**src/rtl/fir_interp_pkg.sv**
```systemverilog
// Shared fixed-point globals for the signal chain: sample width, quantization
// scale and the rounding multiply used by every FIR stage.
package fir_interp_pkg;

    localparam int DATA_SIZE = 32;
    localparam int BITS      = 14;
    localparam int QUANT_VAL = 1 << BITS;

    typedef logic signed [DATA_SIZE-1:0] sample_t;

    // Full-precision product, rounded half-up at the binary point, then wrapped back to DATA_SIZE.
    function automatic sample_t MULTIPLY_ROUNDING(input sample_t a, input sample_t b);
        logic signed [2*DATA_SIZE-1:0] product;
        product = a * b;
        product = product + (2*DATA_SIZE)'(QUANT_VAL / 2);
        return sample_t'(product >>> BITS);
    endfunction

endpackage

```
**src/rtl/fir_interp_if.sv**
```systemverilog
// FIFO-side handshake bundle of the interpolating FIR: show-ahead input FIFO
// read port and output FIFO write port.
interface fir_interp_if;
    import fir_interp_pkg::*;

    logic [DATA_SIZE-1:0] x_in_dout;
    logic                 x_in_empty;
    logic                 x_in_rd_en;
    logic                 y_out_full;
    logic                 y_out_wr_en;
    logic [DATA_SIZE-1:0] y_out_din;

    modport master (
        input  x_in_dout,
        input  x_in_empty,
        output x_in_rd_en,
        input  y_out_full,
        output y_out_wr_en,
        output y_out_din
    );

    modport slave (
        output x_in_dout,
        output x_in_empty,
        input  x_in_rd_en,
        output y_out_full,
        input  y_out_wr_en,
        input  y_out_din
    );

endinterface

```
**src/rtl/fir_interp.sv**
```systemverilog
// Polyphase interpolating FIR: one input sample in, INTERPOLATION filtered samples out.
// Define FIR_INTERP_GAIN_EN to scale each output by INTERPOLATION (left shift, wrapping).
module fir_interp
    import fir_interp_pkg::*;
#(
    parameter int NUM_TAPS      = 32,
    parameter int INTERPOLATION = 8,
    parameter logic [0:NUM_TAPS-1][DATA_SIZE-1:0] COEFFICIENTS = '0
) (
    input logic          clock,
    input logic          reset_n,
    fir_interp_if.master bus
);

    localparam int TAPS_PER_PHASE = NUM_TAPS / INTERPOLATION;
    localparam int LOG2_L         = $clog2(INTERPOLATION);
    localparam int KW             = (TAPS_PER_PHASE > 1) ? $clog2(TAPS_PER_PHASE) : 1;
    localparam int PW             = (LOG2_L > 0) ? LOG2_L : 1;

    if ((INTERPOLATION < 2) || ((INTERPOLATION & (INTERPOLATION - 1)) != 0) ||
        ((NUM_TAPS % INTERPOLATION) != 0)) begin : g_bad_params
        $error("fir_interp: INTERPOLATION must be a power of two >= 2 that divides NUM_TAPS");
    end

    typedef enum logic [1:0] {
        S_IDLE = 2'd0,
        S_MAC  = 2'd1,
        S_OUT  = 2'd2
    } state_t;

    state_t                       state_q, state_d;
    sample_t [TAPS_PER_PHASE-1:0] hist_q, hist_d;
    sample_t                      sum_q, sum_d;
    sample_t                      tap_value_q, tap_value_d;
    logic [KW-1:0]                k_q, k_d;
    logic [PW-1:0]                phase_q, phase_d;

    int      coeff_idx;
    sample_t coeff;
    sample_t product;
    sample_t next_tap;
    sample_t out_value;

    logic                 rd_en;
    logic                 wr_en;
    logic [DATA_SIZE-1:0] din;

    assign coeff_idx = int'(k_q) * INTERPOLATION + int'(phase_q);

    // Phase p of tap k lives at prototype index k*L + p.
    always_comb begin
        coeff = '0;
        for (int j = 0; j < NUM_TAPS; j++) begin
            if (j == coeff_idx) begin
                coeff = sample_t'(COEFFICIENTS[j]);
            end
        end
    end

    always_comb begin
        next_tap = '0;
        for (int j = 1; j < TAPS_PER_PHASE; j++) begin
            if (j == int'(k_q) + 1) begin
                next_tap = hist_q[j];
            end
        end
    end

    assign product = MULTIPLY_ROUNDING(tap_value_q, coeff);

`ifdef FIR_INTERP_GAIN_EN
    assign out_value = sum_q << LOG2_L;
`else
    assign out_value = sum_q;
`endif

    always_comb begin
        state_d     = state_q;
        hist_d      = hist_q;
        sum_d       = sum_q;
        tap_value_d = tap_value_q;
        k_d         = k_q;
        phase_d     = phase_q;
        rd_en       = 1'b0;
        wr_en       = 1'b0;
        din         = '0;

        case (state_q)
            S_IDLE: begin
                if (!bus.x_in_empty) begin
                    rd_en = 1'b1;
                    for (int j = TAPS_PER_PHASE - 1; j > 0; j--) begin
                        hist_d[j] = hist_q[j-1];
                    end
                    hist_d[0]   = sample_t'(bus.x_in_dout);
                    tap_value_d = sample_t'(bus.x_in_dout);
                    phase_d     = '0;
                    k_d         = '0;
                    sum_d       = '0;
                    state_d     = S_MAC;
                end
            end

            S_MAC: begin
                sum_d       = sum_q + product;
                tap_value_d = next_tap;
                // k wraps to 0 on the last tap; S_OUT would clear it anyway.
                if (k_q == KW'(TAPS_PER_PHASE - 1)) begin
                    k_d     = '0;
                    state_d = S_OUT;
                end else begin
                    k_d = k_q + 1'b1;
                end
            end

            S_OUT: begin
                if (!bus.y_out_full) begin
                    wr_en       = 1'b1;
                    din         = out_value;
                    sum_d       = '0;
                    k_d         = '0;
                    tap_value_d = hist_q[0];
                    if (phase_q == PW'(INTERPOLATION - 1)) begin
                        state_d = S_IDLE;
                    end else begin
                        phase_d = phase_q + 1'b1;
                        state_d = S_MAC;
                    end
                end
            end

            default: begin
                state_d = S_IDLE;
            end
        endcase
    end

    always_ff @(posedge clock or negedge reset_n) begin
        if (!reset_n) begin
            state_q     <= S_IDLE;
            hist_q      <= '0;
            sum_q       <= '0;
            tap_value_q <= '0;
            k_q         <= '0;
            phase_q     <= '0;
        end else begin
            state_q     <= state_d;
            hist_q      <= hist_d;
            sum_q       <= sum_d;
            tap_value_q <= tap_value_d;
            k_q         <= k_d;
            phase_q     <= phase_d;
        end
    end

    assign bus.x_in_rd_en  = rd_en;
    assign bus.y_out_wr_en = wr_en;
    assign bus.y_out_din   = din;

endmodule

```
**src/flat_wrapper.sv**
```systemverilog
// flat-port wrapper written by rule: the top's interface ports become plain ports
module fir_interp_flat import fir_interp_pkg::*;
#(
    parameter int NUM_TAPS      = 32,
    parameter int INTERPOLATION = 8,
    parameter logic [0:NUM_TAPS-1][DATA_SIZE-1:0] COEFFICIENTS = '0
)
  (clock, reset_n, bus_x_in_dout, bus_x_in_empty, bus_x_in_rd_en, bus_y_out_full, bus_y_out_wr_en, bus_y_out_din);
  fir_interp_if bus_i ();
  input logic clock;
  input logic reset_n;
  input wire logic [$bits(bus_i.x_in_dout)-1:0] bus_x_in_dout;
  input wire logic [$bits(bus_i.x_in_empty)-1:0] bus_x_in_empty;
  output wire logic [$bits(bus_i.x_in_rd_en)-1:0] bus_x_in_rd_en;
  input wire logic [$bits(bus_i.y_out_full)-1:0] bus_y_out_full;
  output wire logic [$bits(bus_i.y_out_wr_en)-1:0] bus_y_out_wr_en;
  output wire logic [$bits(bus_i.y_out_din)-1:0] bus_y_out_din;
  assign bus_i.x_in_dout = bus_x_in_dout;
  assign bus_i.x_in_empty = bus_x_in_empty;
  assign bus_x_in_rd_en = bus_i.x_in_rd_en;
  assign bus_i.y_out_full = bus_y_out_full;
  assign bus_y_out_wr_en = bus_i.y_out_wr_en;
  assign bus_y_out_din = bus_i.y_out_din;
  fir_interp #(.NUM_TAPS(NUM_TAPS), .INTERPOLATION(INTERPOLATION), .COEFFICIENTS(COEFFICIENTS)) u_core (.clock(clock), .reset_n(reset_n), .bus(bus_i));
endmodule
```
**config.mk**
```make
export PLATFORM = sky130hd
export DESIGN_NAME = fir_interp_flat
export DESIGN_NICKNAME = d
export VERILOG_FILES = /design/src/rtl/fir_interp_pkg.sv /design/src/rtl/fir_interp_if.sv /design/src/rtl/fir_interp.sv /design/src/flat_wrapper.sv
export SDC_FILE = /design/constraint.sdc
export NUM_CORES = 1
export LEC_CHECK = 0
export BUFFER_PORTS_ARGS = -buffer_cell sky130_fd_sc_hd__buf_2
export CAP_MARGIN = 10
export CORE_MARGIN = 1.5
export CORE_UTILIZATION = 27
export DETAILED_ROUTE_END_ITERATION = 6
export GPL_TIMING_DRIVEN = 0
export PLACE_DENSITY = 0.7
export SETUP_SLACK_MARGIN = 0.02
export SLEW_MARGIN = 20
export SYNTH_ARGS = -nofsm -noshare
export SYNTH_HDL_FRONTEND = slang
export SYNTH_SLANG_ARGS = --single-unit
```
**constraint.sdc**
```tcl
create_clock -name clock -period 1.8 [get_ports clock]
set_clock_uncertainty 0.2 [all_clocks]
set_input_delay 0.45 -clock clock [delete_from_list [all_inputs] [get_ports clock]]
set_output_delay 0.45 -clock clock [all_outputs]
set_load 0.01 [all_outputs]
```
# Word level (Yosys, flattened, before mapping)
# Cells that the tools add are included.
# word_totals
regBits	39
word_cells	43
input_bits	36
output_inout_bits	34
# classes
n_eq_ne	8
n_addsub	2
muxes	22
reduce_logical	7
# ops
op	n
32-bit two-way mux	4
32-bit one-hot mux with 2 select lines	1
2-bit two-way mux	6
2-bit one-hot mux with 3 select lines	2
3-bit two-way mux	3
3-bit AND reduction	3
2-bit != test (second input constant)	3
3-bit one-hot mux with 2 select lines	1
1-bit two-way mux	5
2-bit equality test (second input constant)	2
4-bit AND reduction	1
3-bit by 1-bit adder with 3-bit output (second input constant)	1
3-bit equality test (second input constant)	1
3-bit nonzero test	1
2-bit by 1-bit adder with 2-bit output (second input constant)	1
2-bit by 1-bit equality test with 1-bit output (second input constant)	1
2-bit zero test	1
2-bit by 1-bit != test with 1-bit output (second input constant)	1
2-bit nonzero test	1

# Logic depth before layout (Yosys ltp)
# logic_depth
depth_word	4
mapped_depth	5
depth_no_buf	5

# Worst setup path after synthesis
# OpenSTA, ideal clock, no wires.
# synth_timing
path_type	register to register
from	register u_core.phase_q[0]
to	register u_core.phase_q[0]
path_buffers	0
required_time_ps	1475
setup_ps	125
setup_slack_ps	48
arrival_ps	1427
synth_period_minus_slack_ps	1752
path_stages_with_launch	6
cell_sequence	dfrtp_1 -> ha_1 -> ha_1 -> nor4b_4 -> nor2_1 -> mux2_4
# synth_via
elab_chain_len	4
elab_cells_between_ends	7
classes_between	1 x add/sub; 2 x eq/ne; 3 x mux; 1 x reduce/logical
# synth_rtl
item	line_no	text
start, declared	fir_interp.sv:36	logic [PW-1:0] phase_q, phase_d;
start signal, assigned	fir_interp.sv:152	phase_q <= phase_d;
3-bit by 1-bit adder with 3-bit output	fir_interp.sv:126	phase_d = phase_q + 1'b1;
3-bit two-way mux	fir_interp.sv:123	if (phase_q == PW'(INTERPOLATION - 1)) begin
3-bit two-way mux	fir_interp.sv:117	if (!bus.y_out_full) begin
3-bit one-hot mux with 2 select lines	fir_interp.sv:88	case (state_q)
# Several ways; a longest one is shown, not always the timed one. The select of a mux whose other input is x is not followed.
# A chain may end at the register's enable or synchronous reset.

# Worst setup path after layout
# Same ends and word-level chain as after synthesis.

==> Implementation_results.wiki <==
{| class="wikitable"
! Metric !! Value
|-
| Status || finished, final reports clean
|-
| Data required time at the worst endpoint || 1.74 ns
|-
| Clock share of power || 19.5%
|-
| Insertion delay to the later sink of the worst-skew pair || 0.26 ns
|-
| Share of total power consumed by net switching || 34.6%
|-
| Slew Viols, Final || 0
|-
| Yosys top cell by area || buf_4
|-
| Share of the synthesized area in the top cell type || 39.7%
|-
| Critical Path Start Type || register
|-
| Share of layout cells above drive strength 1 || 49.5%
|-
| Post-placement setup slack || -0.0514 ns
|-
| Total via count after detailed routing || 442
|-
| Die outline area || 2540 um2
|-
| Part of the power in combinational logic || 42.8%
|-
| LEAKAGE || 0.501 nW
|-
| Maximum cell stage delay along the critical path || 0.39 ns
|-
| Fmax || 0.577 GHz
|-
| Core region area || 2040 um2
|-
| Crit-path max FO || 3
|-
| Critical setup path kind || reg -> reg
|-
| Hold slack final || 0.301 ns
|-
| Sw power || 261 uW
|-
| Register clock-pin slew on the reported worst setup and hold paths || 0.05 ns
|-
| Combined global-route utilization of all metal layers || 8.68%
|-
| Setup repair after global routing missed its margin || true
|-
| Power Density || 883 nW/um2
|-
| Post-layout minimum cycle time || 1.73 ns
|-
| First-pass GRT wire length || 1.61 mm
|-
| Placed cell area || 781 um2
|-
| Cell variety after synth || 17
|-
| Number of port buffers || 5
|-
| Count of clock tree sinks || 7
|-
| Clock tree from TritonCTS || done
|-
| Final setup violation count || 0
|-
| Mean number of vias per cell || 3.35
|-
| Least setup slack across all paths after layout || 0.0679 ns
|-
| Pre-antenna DRT Iters || 2
|-
| Sequential area share after synthesis || 28.9%
|-
| Portion of the clock cycle consumed by the worst path in the final layout || 96.2%
|-
| Cell-internal power || 492 uW
|-
| Area growth, synth to finish || 40.9%
|-
| Routed WL per cell || 7.11 um
|-
| Inserted Clock Buffers || 3
|-
| Data arrival time at the worst-slack endpoint || 1.67 ns
|-
| Worst ir drop on vdd || 0.428 mV
|-
| Total number of yosys warnings || 0
|-
| Dominant cell type by count on the critical path || ha_1
|-
| Maximum number of pins on one net before global-route repair || 10
|-
| Clock buffer depth || 2
|-
| Sequential share of power || 37.7%
|-
| Yosys reg bits || 7
|-
| Net count reported at finish || 145
|-
| Final HPWL DP || 767 um
|-
| Final global-route overflow total || 0
|-
| Final Cell Area || 853 um2
|-
| Remaining number of nets flagged by the antenna check after routing || 0
|-
| Final Power || 753 uW
|-
| Number of standard-cell rows in the floorplan || 16
|-
| Endpoint kind of the worst setup timing path || register
|-
| Avg Cell Area, Syn || 9.77 um2
|-
| Max-cap viol count || 0
|-
| Library cell contributing the largest single delay on the critical path || dfrtp_1
|-
| Non-filler instance count after layout || 132
|-
| Top cells by area, synth || buf_4 (40%), dfrtp_1 (29%), ha_1 (6.2%)
|-
| Number of cells in the design after placement || 125
|-
| Cells after synthesis || 62
|-
| Number of global-route vias before repair || 404
|-
| Cell area after synthesis || 606 um2
|-
| Total wire length after detailed routing || 938 um
|-
| I/O pin count || 70
|-
| Diodes inserted || 0
|-
| Die Ht || 50.4 um
|-
| CTS HTree Levels || 1
|-
| # DRC || 0
|-
| Effective utilization at floorplan || 29.7%
|-
| Most frequent cells in the layout || buf_4 (34), conb_1 (32), buf_2 (5), dfrtp_1 (5)
|-
| Leading cell type in the layout, fill and taps excluded || buf_4
|-
| Root cell of the clock tree || clkbuf_4
|-
| Detailed Route Iter0 Violations || 1
|-
| Min-Delay Path Class || reg -> reg
|-
| Cells along the critical path || ha_1, ha_1, nor4b_4, nor2_2, mux2_4
|-
| Die outline width || 50.4 um
|-
| Gp weighted congestion || 0.690
|-
| Final hold viol count || 0
|-
| Initial antenna violation count || 0
|}
-- critical path: cells and delay by family, from the launching register on --
family	cells	cell delay, ns
adder cells (fa/ha/maj)	2	0.43
flip-flops	1	0.39
multiplexers	1	0.26
AND/OR/NAND/NOR	2	0.34
-- sequential cells by signal (all words and copies together) (netlist names) --
name and flops:
u_core.phase_q 3, u_core.k_q 2, u_core.state_q 2
-- stage by stage --
stage	TNS, ns	util (%)
floorplan	0	-
global placement	-0.0207	38.2
detailed placement	-0.0541	38.2
CTS	0	40.6
global route	-0.0268	41.8
finish	0	41.8
-- cell type report --
type / count / area, um2
timing repair buffer: 8 / 50.0
multi-input combinational: 54 / 325
buffer: 32 / 240
fill: 213 / 1190
sequential: 7 / 178
clock buffer: 4 / 26.3
tap: 27 / 33.8
-- Yosys cell counts --
library cell,number
nor3_1,1
buf_4,32
o21bai_1,1
a22o_1,2
nor4b_4,1
nand2b_1,1
dfrtp_1,7
a22o_2,2
nand3b_1,1
conb_1,1
and2b_2,1
ha_1,3
nor2_1,2
o21ai_0,3
nand2_1,2
nor3b_1,1
mux2_4,1
-- power by group through the flow --
stage                     registers, mW  clock network [mW]  logic, mW
after floorplan                   0.266                   0      0.249
after global placement            0.274                   0      0.281
after detailed placement          0.280                   0      0.289
after CTS                         0.280               0.154      0.297
after global routing              0.296               0.159      0.366
final                             0.284               0.147      0.322
-- metal layers --
| metal | track usage [%] | vias up | share of wire, % |
|---|---|---|---|
| met5 | 0 | - | 0 |
| met2 | 15.8 | 23 | 52 |
| met1 | 7.71 | 187 | 34 |
| li1 | - | 230 | - |
| met3 | 2.98 | 2 | 11 |
| met4 | 6.76 | 0 | 1.8 |
-- repair_timing --
item                                    in CTS  in global routing
hold buffers                                 1                  0
pin swaps                                    1                  2
endpoints found under the hold margin        7                  0
setup buffers                                1                  1
resized for setup                            1                  5
gates cloned                                 0                  0
endpoints found under the setup margin       4                  5
-- path summary, 6_finish.rpt --
kind                                        start                end  slack, ns  cells after the start
max in group asynchronous                 reset_n  u_core.state_q[0]       0.86                      2
worst max-delay path            u_core.phase_q[0]  u_core.phase_q[0]       0.07                      5
worst min register to register      u_core.k_q[1]      u_core.k_q[1]       0.30                      1
worst max register to register  u_core.phase_q[0]  u_core.phase_q[0]       0.07                      5
min in group asynchronous                 reset_n  u_core.state_q[1]       0.36                      2
worst min-delay path                u_core.k_q[1]      u_core.k_q[1]       0.30                      1
-- kinds of logic after synthesis --
family | after synthesis | share of synthesized area (%)
buffers and inverters | 32 | 39.7
and+or+nand+nor | 10 | 12.2
AOI/OAI and AO/OA | 8 | 9.92
muxes | 1 | 2.48
DFF | 7 | 28.9
adders and majority gates | 3 | 6.20
other | 1 | 0.619
Note: power is estimated with default switching activity, not from simulation.
